`src/rtl/rgb_pkg.sv`:
```
// Shared constants and types for the RGB PWM driver: channel widths, channel
// indices and the LED-off pattern.
package rgb_pkg;

    localparam int RGB_W  = 8;
    localparam int NUM_CH = 3;

    localparam int CH_R = 2;
    localparam int CH_G = 1;
    localparam int CH_B = 0;

    // LED is active low, so all ones is dark.
    localparam logic [NUM_CH-1:0] LED_OFF = 3'b111;

    typedef enum logic {
        SHADOW_EMPTY = 1'b0,
        SHADOW_FULL  = 1'b1
    } shadow_state_e;

endpackage

```
`src/rtl/rgb_pwm_driver_if.sv`:
```
// Color request handshake: packed {red, green, blue} duty offered with a
// valid/ready pair; the driver side is the slave.
interface rgb_pwm_driver_if
    import rgb_pkg::*;
#(
    parameter int W = RGB_W
) ();

    logic             COLOR_VALID;
    logic             COLOR_READY;
    logic [3*W-1:0]   COLOR_DATA;

    modport master (
        output COLOR_VALID,
        output COLOR_DATA,
        input  COLOR_READY
    );

    modport slave (
        input  COLOR_VALID,
        input  COLOR_DATA,
        output COLOR_READY
    );

endinterface

```
`src/rtl/rgb_pwm_driver_pwm_channel.sv`:
```
// One PWM channel: holds the active duty (gamma-corrected when the
// RGB_PWM_GAMMA_EN macro is defined) and drives a registered active-low bit.
module pwm_channel
    import rgb_pkg::*;
#(
    parameter int W = RGB_W
) (
    input  logic         clk,
    input  logic         rst,
    input  logic         load_i,
    input  logic [W-1:0] duty_i,
    input  logic [W-1:0] pwm_cnt_i,
    output logic         led_n_o
);

    logic [W-1:0] duty_new;
    logic [W-1:0] duty_q;
    logic [W-1:0] duty_d;
    logic         led_n_q;
    logic         led_n_d;

`ifdef RGB_PWM_GAMMA_EN
    // Square law keeps the upper half of the 2W-bit product: 255 -> 254.
    logic [2*W-1:0] duty_sq;

    always_comb begin
        duty_sq  = duty_i * duty_i;
        duty_new = duty_sq[2*W-1:W];
    end
`else
    always_comb begin
        duty_new = duty_i;
    end
`endif

    always_comb begin
        duty_d  = duty_q;
        led_n_d = ~(pwm_cnt_i < duty_q);
        if (load_i) begin
            duty_d = duty_new;
        end
    end

    always_ff @(posedge clk) begin
        if (rst) begin
            duty_q  <= '0;
            led_n_q <= 1'b1;
        end else begin
            duty_q  <= duty_d;
            led_n_q <= led_n_d;
        end
    end

    assign led_n_o = led_n_q;

endmodule

```
`src/rtl/rgb_pwm_driver.sv`:
```
// Flicker-free RGB PWM driver: duty updates land in a shadow register and are
// applied only at a period boundary. Optional gamma via RGB_PWM_GAMMA_EN.
module rgb_pwm_driver
    import rgb_pkg::*;
#(
    parameter int W        = RGB_W,
    parameter int PRESCALE = 47
) (
    input  logic                 CLK,
    input  logic                 RST,
    rgb_pwm_driver_if.slave      color,
    output logic                 PERIOD_END,
    output logic [NUM_CH-1:0]    RGB
);

    localparam int PW = (PRESCALE > 0) ? $clog2(PRESCALE + 1) : 1;
    localparam logic [PW-1:0] PRESCALE_V = PW'(PRESCALE);
    localparam logic [W-1:0]  CNT_MAX    = {W{1'b1}};

    logic [PW-1:0]     presc_q;
    logic [PW-1:0]     presc_d;
    logic [W-1:0]      pwm_cnt_q;
    logic [W-1:0]      pwm_cnt_d;
    shadow_state_e     state_q;
    shadow_state_e     state_d;
    logic [3*W-1:0]    shadow_q;
    logic [3*W-1:0]    shadow_d;
    logic              period_end_q;
    logic              period_end_d;
    logic              tick;
    logic              wrap;
    logic              load;

    always_comb begin
        tick      = (presc_q == PRESCALE_V);
        wrap      = tick && (pwm_cnt_q == CNT_MAX);
        presc_d   = tick ? '0 : presc_q + 1'b1;
        pwm_cnt_d = tick ? pwm_cnt_q + 1'b1 : pwm_cnt_q;
    end

    // A full shadow can only drain at the wrap, and an empty one only fills,
    // so a wrap-cycle accept waits a full period before it becomes active.
    always_comb begin
        state_d      = state_q;
        shadow_d     = shadow_q;
        load         = 1'b0;
        period_end_d = wrap;
        case (state_q)
            SHADOW_EMPTY: begin
                if (color.COLOR_VALID) begin
                    shadow_d = color.COLOR_DATA;
                    state_d  = SHADOW_FULL;
                end
            end
            SHADOW_FULL: begin
                if (wrap) begin
                    load    = 1'b1;
                    state_d = SHADOW_EMPTY;
                end
            end
            default: begin
                state_d = SHADOW_EMPTY;
            end
        endcase
    end

    always_ff @(posedge CLK) begin
        if (RST) begin
            presc_q      <= '0;
            pwm_cnt_q    <= '0;
            state_q      <= SHADOW_EMPTY;
            shadow_q     <= '0;
            period_end_q <= 1'b0;
        end else begin
            presc_q      <= presc_d;
            pwm_cnt_q    <= pwm_cnt_d;
            state_q      <= state_d;
            shadow_q     <= shadow_d;
            period_end_q <= period_end_d;
        end
    end

    assign color.COLOR_READY = (state_q == SHADOW_EMPTY);
    assign PERIOD_END        = period_end_q;

    for (genvar c = 0; c < NUM_CH; c++) begin : g_ch
        pwm_channel #(
            .W (W)
        ) u_pwm_channel (
            .clk       (CLK),
            .rst       (RST),
            .load_i    (load),
            .duty_i    (shadow_q[c*W +: W]),
            .pwm_cnt_i (pwm_cnt_q),
            .led_n_o   (RGB[c])
        );
    end

endmodule
```
`src/flat_wrapper.sv`:
```
// flat-port wrapper written by rule: the top's interface ports become plain ports
module rgb_pwm_driver_flat import rgb_pkg::*;
#(
    parameter int W        = RGB_W,
    parameter int PRESCALE = 47
)
  (CLK, RST, PERIOD_END, RGB, color_COLOR_VALID, color_COLOR_DATA, color_COLOR_READY);
  rgb_pwm_driver_if #(.W(W)) color_i ();
  input  logic CLK;
  input  logic RST;
  output logic PERIOD_END;
  output logic [NUM_CH-1:0] RGB;
  input wire logic [$bits(color_i.COLOR_VALID)-1:0] color_COLOR_VALID;
  input wire logic [$bits(color_i.COLOR_DATA)-1:0] color_COLOR_DATA;
  output wire logic [$bits(color_i.COLOR_READY)-1:0] color_COLOR_READY;
  assign color_i.COLOR_VALID = color_COLOR_VALID;
  assign color_i.COLOR_DATA = color_COLOR_DATA;
  assign color_COLOR_READY = color_i.COLOR_READY;
  rgb_pwm_driver #(.W(W), .PRESCALE(PRESCALE)) u_core (.CLK(CLK), .RST(RST), .color(color_i), .PERIOD_END(PERIOD_END), .RGB(RGB));
endmodule
```
`config.mk`:
```
export PLATFORM = sky130hd
export DESIGN_NAME = rgb_pwm_driver_flat
export DESIGN_NICKNAME = d
export VERILOG_FILES = /design/src/rtl/rgb_pkg.sv /design/src/rtl/rgb_pwm_driver_if.sv /design/src/rtl/rgb_pwm_driver_pwm_channel.sv /design/src/rtl/rgb_pwm_driver.sv /design/src/flat_wrapper.sv
export SDC_FILE = /design/constraint.sdc
export NUM_CORES = 1
export LEC_CHECK = 0
export ABC_AREA = 1
export BUFFER_PORTS_ARGS = -buffer_cell sky130_fd_sc_hd__buf_2
export CORE_MARGIN = 5
export CORE_UTILIZATION = 58
export DETAILED_ROUTE_END_ITERATION = 8
export PLACE_DENSITY = 0.87
export SKIP_LAST_GASP = 1
export SLEW_MARGIN = 20
export SYNTH_ARGS = -nofsm -noshare
export SYNTH_HDL_FRONTEND = slang
export SYNTH_HIERARCHICAL = 1
export SYNTH_SLANG_ARGS = --single-unit
export TNS_END_PERCENT = 1
```
`constraint.sdc`:
```
create_clock -name CLK -period 2.45 [get_ports CLK]
set_input_delay 0.735 -clock CLK [delete_from_list [all_inputs] [get_ports CLK]]
set_output_delay 0.735 -clock CLK [all_outputs]
set_load 0.05 [all_outputs]
```
After elaboration in Yosys (flattened, before gate mapping)
Cells that the tools add are included.
{ "classes": {"addsub": 2, "n_mul": 0, "div": 0, "order_cmp": 3, "n_eq_ne": 2, "n_shift": 0, "n_mux": 5, "n_bitwise": 4, "reduce_logical": 3} }
{ "op_table": {"columns": ["op", "count"], "rows": [
  ["8-bit < comparator", 3],
  ["8-bit by 1-bit adder with 8-bit output (second input constant)", 1],
  ["8-bit equality test (second input constant)", 1],
  ["6-bit by 1-bit adder with 6-bit output (second input constant)", 1],
  ["6-bit equality test (second input constant)", 1],
  ["1-bit two-way mux", 4],
  ["1-bit inverter", 4],
  ["1-bit case mux with 2 select lines", 1],
  ["2-bit AND reduction", 1],
  ["2-bit OR reduction", 1],
  ["1-bit logical AND", 1]
]} }
{ "totals": {"register_bits": 67, "latch_bits": 0, "ramBits": 0, "rom_bits": 0, "input_bits": 27, "elab_cells": 30, "memories": 0} }

Longest topological paths before layout
{ "depth": {"word_depth": 4, "depth_mapped": 11, "depth_no_buf": 10} }

By module
The synthesis kept the hierarchy.
{ "by_module_without_submodules": {"columns": ["module", "instances", "cells_each", "area_per_inst_um2", "seq_area_each_um2"], "rows": [
  ["rgb_pwm_driver", 1, 198, 1542.7, 800.8],
  ["pwm_channel", 3, 64, 491.7, 180.2]
]} }

Worst setup path before layout
Ideal clock, no wire load.
{ "synth_path": {"path_type": "reg2reg", "from": "register u_core.pwm_cnt_q[1]", "to": "register u_core.g_ch[0].u_pwm_channel.duty_q[5]", "t_arrival_ns": 1.708, "required_time_ns": 2.335, "setup_slack_ns": 0.627, "stages_incl_launch_ff": 12, "period_less_slack_ns": 1.823, "path_cell_list": "dfxtp_1 -> ha_1 -> nand3_1 -> nor2_1 -> nand2_2 -> nor2_2 -> inv_2 -> nor2_1 -> inv_2 -> buf_6 -> o21ai_2 -> a21oi_2"} }
{ "synth_between": {"elab_chain_cells": 4} }
{ "synth_rtl": {"columns": ["item", "line", "rtl"], "rows": [
  ["start, declared", "rgb_pwm_driver.sv:22", "logic [W-1:0] pwm_cnt_q;"],
  ["start signal, assigned", "rgb_pwm_driver.sv:76", "pwm_cnt_q <= pwm_cnt_d;"],
  ["8-bit equality test", "rgb_pwm_driver.sv:36", "wrap = tick && (pwm_cnt_q == CNT_MAX);"],
  ["1-bit logical AND", "rgb_pwm_driver.sv:36", null],
  ["1-bit two-way mux", "rgb_pwm_driver.sv:56", "if (wrap) begin"],
  ["1-bit two-way mux", "rgb_pwm_driver.sv:48", "case (state_q)"],
  ["net u_core.load", "rgb_pwm_driver.sv:32", "logic load;"],
  ["end signal, assigned", "rgb_pwm_driver_pwm_channel.sv:49", "duty_q <= duty_d;"],
  ["end, declared", "rgb_pwm_driver_pwm_channel.sv:17", "logic [W-1:0] duty_q;"]
]} }
The timed path passes the listed nets, and every way through them passes these cells.
A chain may end at the register's enable or synchronous reset.

Worst setup path after layout
{ "layout_path": {"from": "register u_core.pwm_cnt_q[1]", "to": "register u_core.g_ch[2].u_pwm_channel.duty_q[4]"} }
{ "layout_between": {"elab_chain_cells": 4} }
{ "layout_rtl": {"columns": ["item", "line"], "rows": [
  ["8-bit equality test", "rgb_pwm_driver.sv:36"],
  ["1-bit logical AND", "rgb_pwm_driver.sv:36"],
  ["1-bit two-way mux", "rgb_pwm_driver.sv:56"],
  ["1-bit two-way mux", "rgb_pwm_driver.sv:48"],
  ["net u_core.load", "rgb_pwm_driver.sv:32"],
  ["end signal, assigned", "rgb_pwm_driver_pwm_channel.sv:49"],
  ["end, declared", "rgb_pwm_driver_pwm_channel.sv:17"]
]} }
The timed path passes the listed nets, and every way through them passes these cells.

==> impl_metrics.py <==
metrics = {
    "status": {
        "status": "finished, final reports clean",
    },
    "cts": {
        "htreeDepth": 3,
        "cts.clk_slew.worst_paths_ns": 0.06,
        "cts_buffers": 9,
        "cts_tree": "built",
        "ctsHoldBuffers": 0,
        "cts_num_sinks": 67,
        "cts_resized": 0,
        "clk_latency_ns": 0.34,
        "cts_setup_buffers": 0,
        "clock_path_buffers": 2,
        "cts_root_buf": "clkbuf_8",
    },
    "sta": {
        "worst_pin_slew_ns": 0.496,
        "tns_ns": 0,
        "finalCritPeriodShare_pct": 88.5,
        "max-slew-margin-rel_pct": 66.9,
        "setup_slack_ns": 0.281,
        "drv_slew": 0,
        "hold_ws_ns": 0.454,
        "finClkSkew_ns": 0.00547,
        "hold_violations": 0,
        "period_minus_slack_ns": 2.17,
        "setup_viol": 0,
        "timing.fmax_ghz": 0.461,
        "rsz0062_at_grt": "false",
    },
    "floorplan": {
        "die-area_um2": 6750,
        "row_count": 26,
        "initial_utilization_pct": 59.5,
        "die_w_um": 82.1,
        "die_height_um": 82.1,
        "design.core.area_um2": 5070,
        "ioPinCount": 32,
    },
    "placed_design": {
        "dp_hpwl_um": 4360,
        "place_congestion": 0.774,
        "dpl_worst_slack_ns": 0.344,
        "dp_cells": 486,
        "port_buffers": 31,
    },
    "power": {
        "leakage_nw": 1.50,
        "power_density_nw_per_um2": 603,
        "peakVddDrop_uv": 439,
    },
    "critical_path": {
        "path_class": "flip-flop to flip-flop",
        "worstPathCellList": "ha_1 > nand3_1 > nor2_1 > nand2_2 > nor2_2 > inv_2 > nor2_1 > inv_2 > o21ai_0 > a21oi_1",
        "cp-start-kind": "flip-flop",
        "cp_slowest_cell": "dfxtp_1",
        "end_kind": "flip-flop",
        "worstPathArrival_ns": 2.38,
        "cp_data_required_time_ns": 2.66,
        "slowest_delay_ns": 0.44,
        "crit_fanout": 15,
    },
    "route": {
        "drc": 0,
        "vias": 2514,
        "routed_via_density": 5.02,
        "detail-route-antenna-nets": 0,
        "dr.pass1.iters": 4,
        "wirelength_um": 6000,
        "wl_per_cell_um": 12.0,
        "drt_iter0_drc": 139,
    },
    "logic_synthesis": {
        "synthesis.area_um2": 3020,
        "synth.top_cell.area_share_pct": 44.4,
        "syn_inst": 390,
        "synth_fp_nets": 440,
        "yosysUniqueCellTypes": 24,
        "synth_top_area_cell": "dfxtp_1",
        "yosysSeqAreaShare_pct": 44.4,
        "synth.area.top_cells": "dfxtp_1 44%, nor2_1 10%, ha_1 9.5%",
        "syn_avg_cell_area_um2": 7.74,
        "synth-seq-cells": 67,
        "synth_warnings": 6,
    },
    "layout": {
        "nets": 477,
        "layout-drive-gt1-share_pct": 18.1,
        "layoutNonFillerInstCount": 501,
        "antenna_cells": 0,
        "area_growth_pct": 11.9,
        "fin_util_pct": 66.6,
    },
    "global_routing": {
        "track_usage_pct": 20.0,
        "grt_overflow": 0,
        "antenna_found_initial": 0,
        "grt_pass1_wl_um": 10100,
        "grt_max_degree": 26,
        "grt_pass1_vias": 2295,
    },
    "min_path": {
        "hold_class": "flip-flop to flip-flop",
    },
    "flow_run": {
        "drv_cap": 0,
    },
}
## sequential cells by signal, indices dropped and copies added, names as in the netlist
name                               cells
u_core/g_ch.u_pwm_channel/led_n_o      3
u_core/PERIOD_END                      1
u_core/state_q                         1
u_core/presc_q                         6
u_core/g_ch.u_pwm_channel/duty_q      24
u_core/pwm_cnt_q                       8
u_core/shadow_q                       24
## layout make-up
class / count / area, um^2
Tap cell: 70 / 87.6
Clock buffer: 12 / 145
Clock inverter: 3 / 15.0
Inverter: 48 / 180
Sequential cell: 67 / 1340
Multi-Input combinational cell: 264 / 1410
Fill cell: 450 / 1700
Timing Repair Buffer: 37 / 200
## critical path: cells and delay by family, from the launching register on
| family | cells | cell delay (ns) |
|---|---|---|
| flops | 1 | 0.44 |
| fa+ha+maj | 1 | 0.27 |
| simple gates | 5 | 0.76 |
| compound gates | 2 | 0.30 |
| buf+inv | 2 | 0.27 |
## stage by stage
step | power [mW] | area, um^2
floorplan | 1.26 | 3020
global placement | 1.29 | 3220
detailed placement | 1.30 | 3220
CTS | 2.05 | 3380
global route | 2.13 | 3380
finish | 2.04 | 3380
## Yosys cell counts, drive strengths merged
library cell / instances
a21oi: 36
and3: 1
buf: 7
clkbuf: 4
dfxtp: 67
ha: 23
inv: 48
nand2: 55
nand3: 9
nor2: 85
nor3: 1
o21ai: 51
or2: 1
xnor2: 2
## layout by cell type, fill, tap and decap left out
cell type / n
nand3_2: 1
nand3_1: 8
a21oi_1: 28
inv_1: 41
nor2_1: 83
nor2_4: 1
clkbuf_8: 10
o21ai_2: 6
ha_1: 23
buf_2: 31
clkbuf_1: 2
o21ai_0: 44
o21ai_1: 1
nand2_4: 1
a21oi_2: 8
nor2_2: 1
nand2_2: 2
nor3_1: 1
inv_2: 7
buf_4: 6
or2_2: 1
xnor2_1: 2
nand2_1: 52
clkinv_2: 3
dfxtp_1: 67
and3_1: 1
## metal layers
layer / wire length, um / GRT usage, % / share of wire (%)
met1: 2600 / 23.2 / 43
met3: 271 / 3.15 / 4.5
met2: 2940 / 33.8 / 49
met4: 189 / 13.8 / 3.2
met5: 0 / 0 / 0
## power by group
group          leakage, nW  internal [mW]  switching [mW]
registers            0.546           1.13          0.0215
clock network       0.0860          0.384           0.374
logic                0.865         0.0510          0.0791
## path summary, 6_finish.rpt
path         depth (start not counted)                                      to  slack [ns]                start
max                                 10  u_core/g_ch[2].u_pwm_channel/duty_q[4]        0.28  u_core/pwm_cnt_q[1]
min                                  1                       u_core/presc_q[0]        0.45    u_core/presc_q[0]
max reg2reg                         10  u_core/g_ch[2].u_pwm_channel/duty_q[4]        0.28  u_core/pwm_cnt_q[1]
min reg2reg                          1                       u_core/presc_q[0]        0.45    u_core/presc_q[0]
## cells by family after synthesis
family	Yosys count	synth area share, %
and+or+nand+nor	152	20.4
buffers and inverters	59	8.87
xor gates and xnor gates	2	0.581
adders and majority gates	23	9.54
AOI/OAI and AO/OA	87	16.2
DFF	67	44.4
Power figures use the tool's default switching activity.
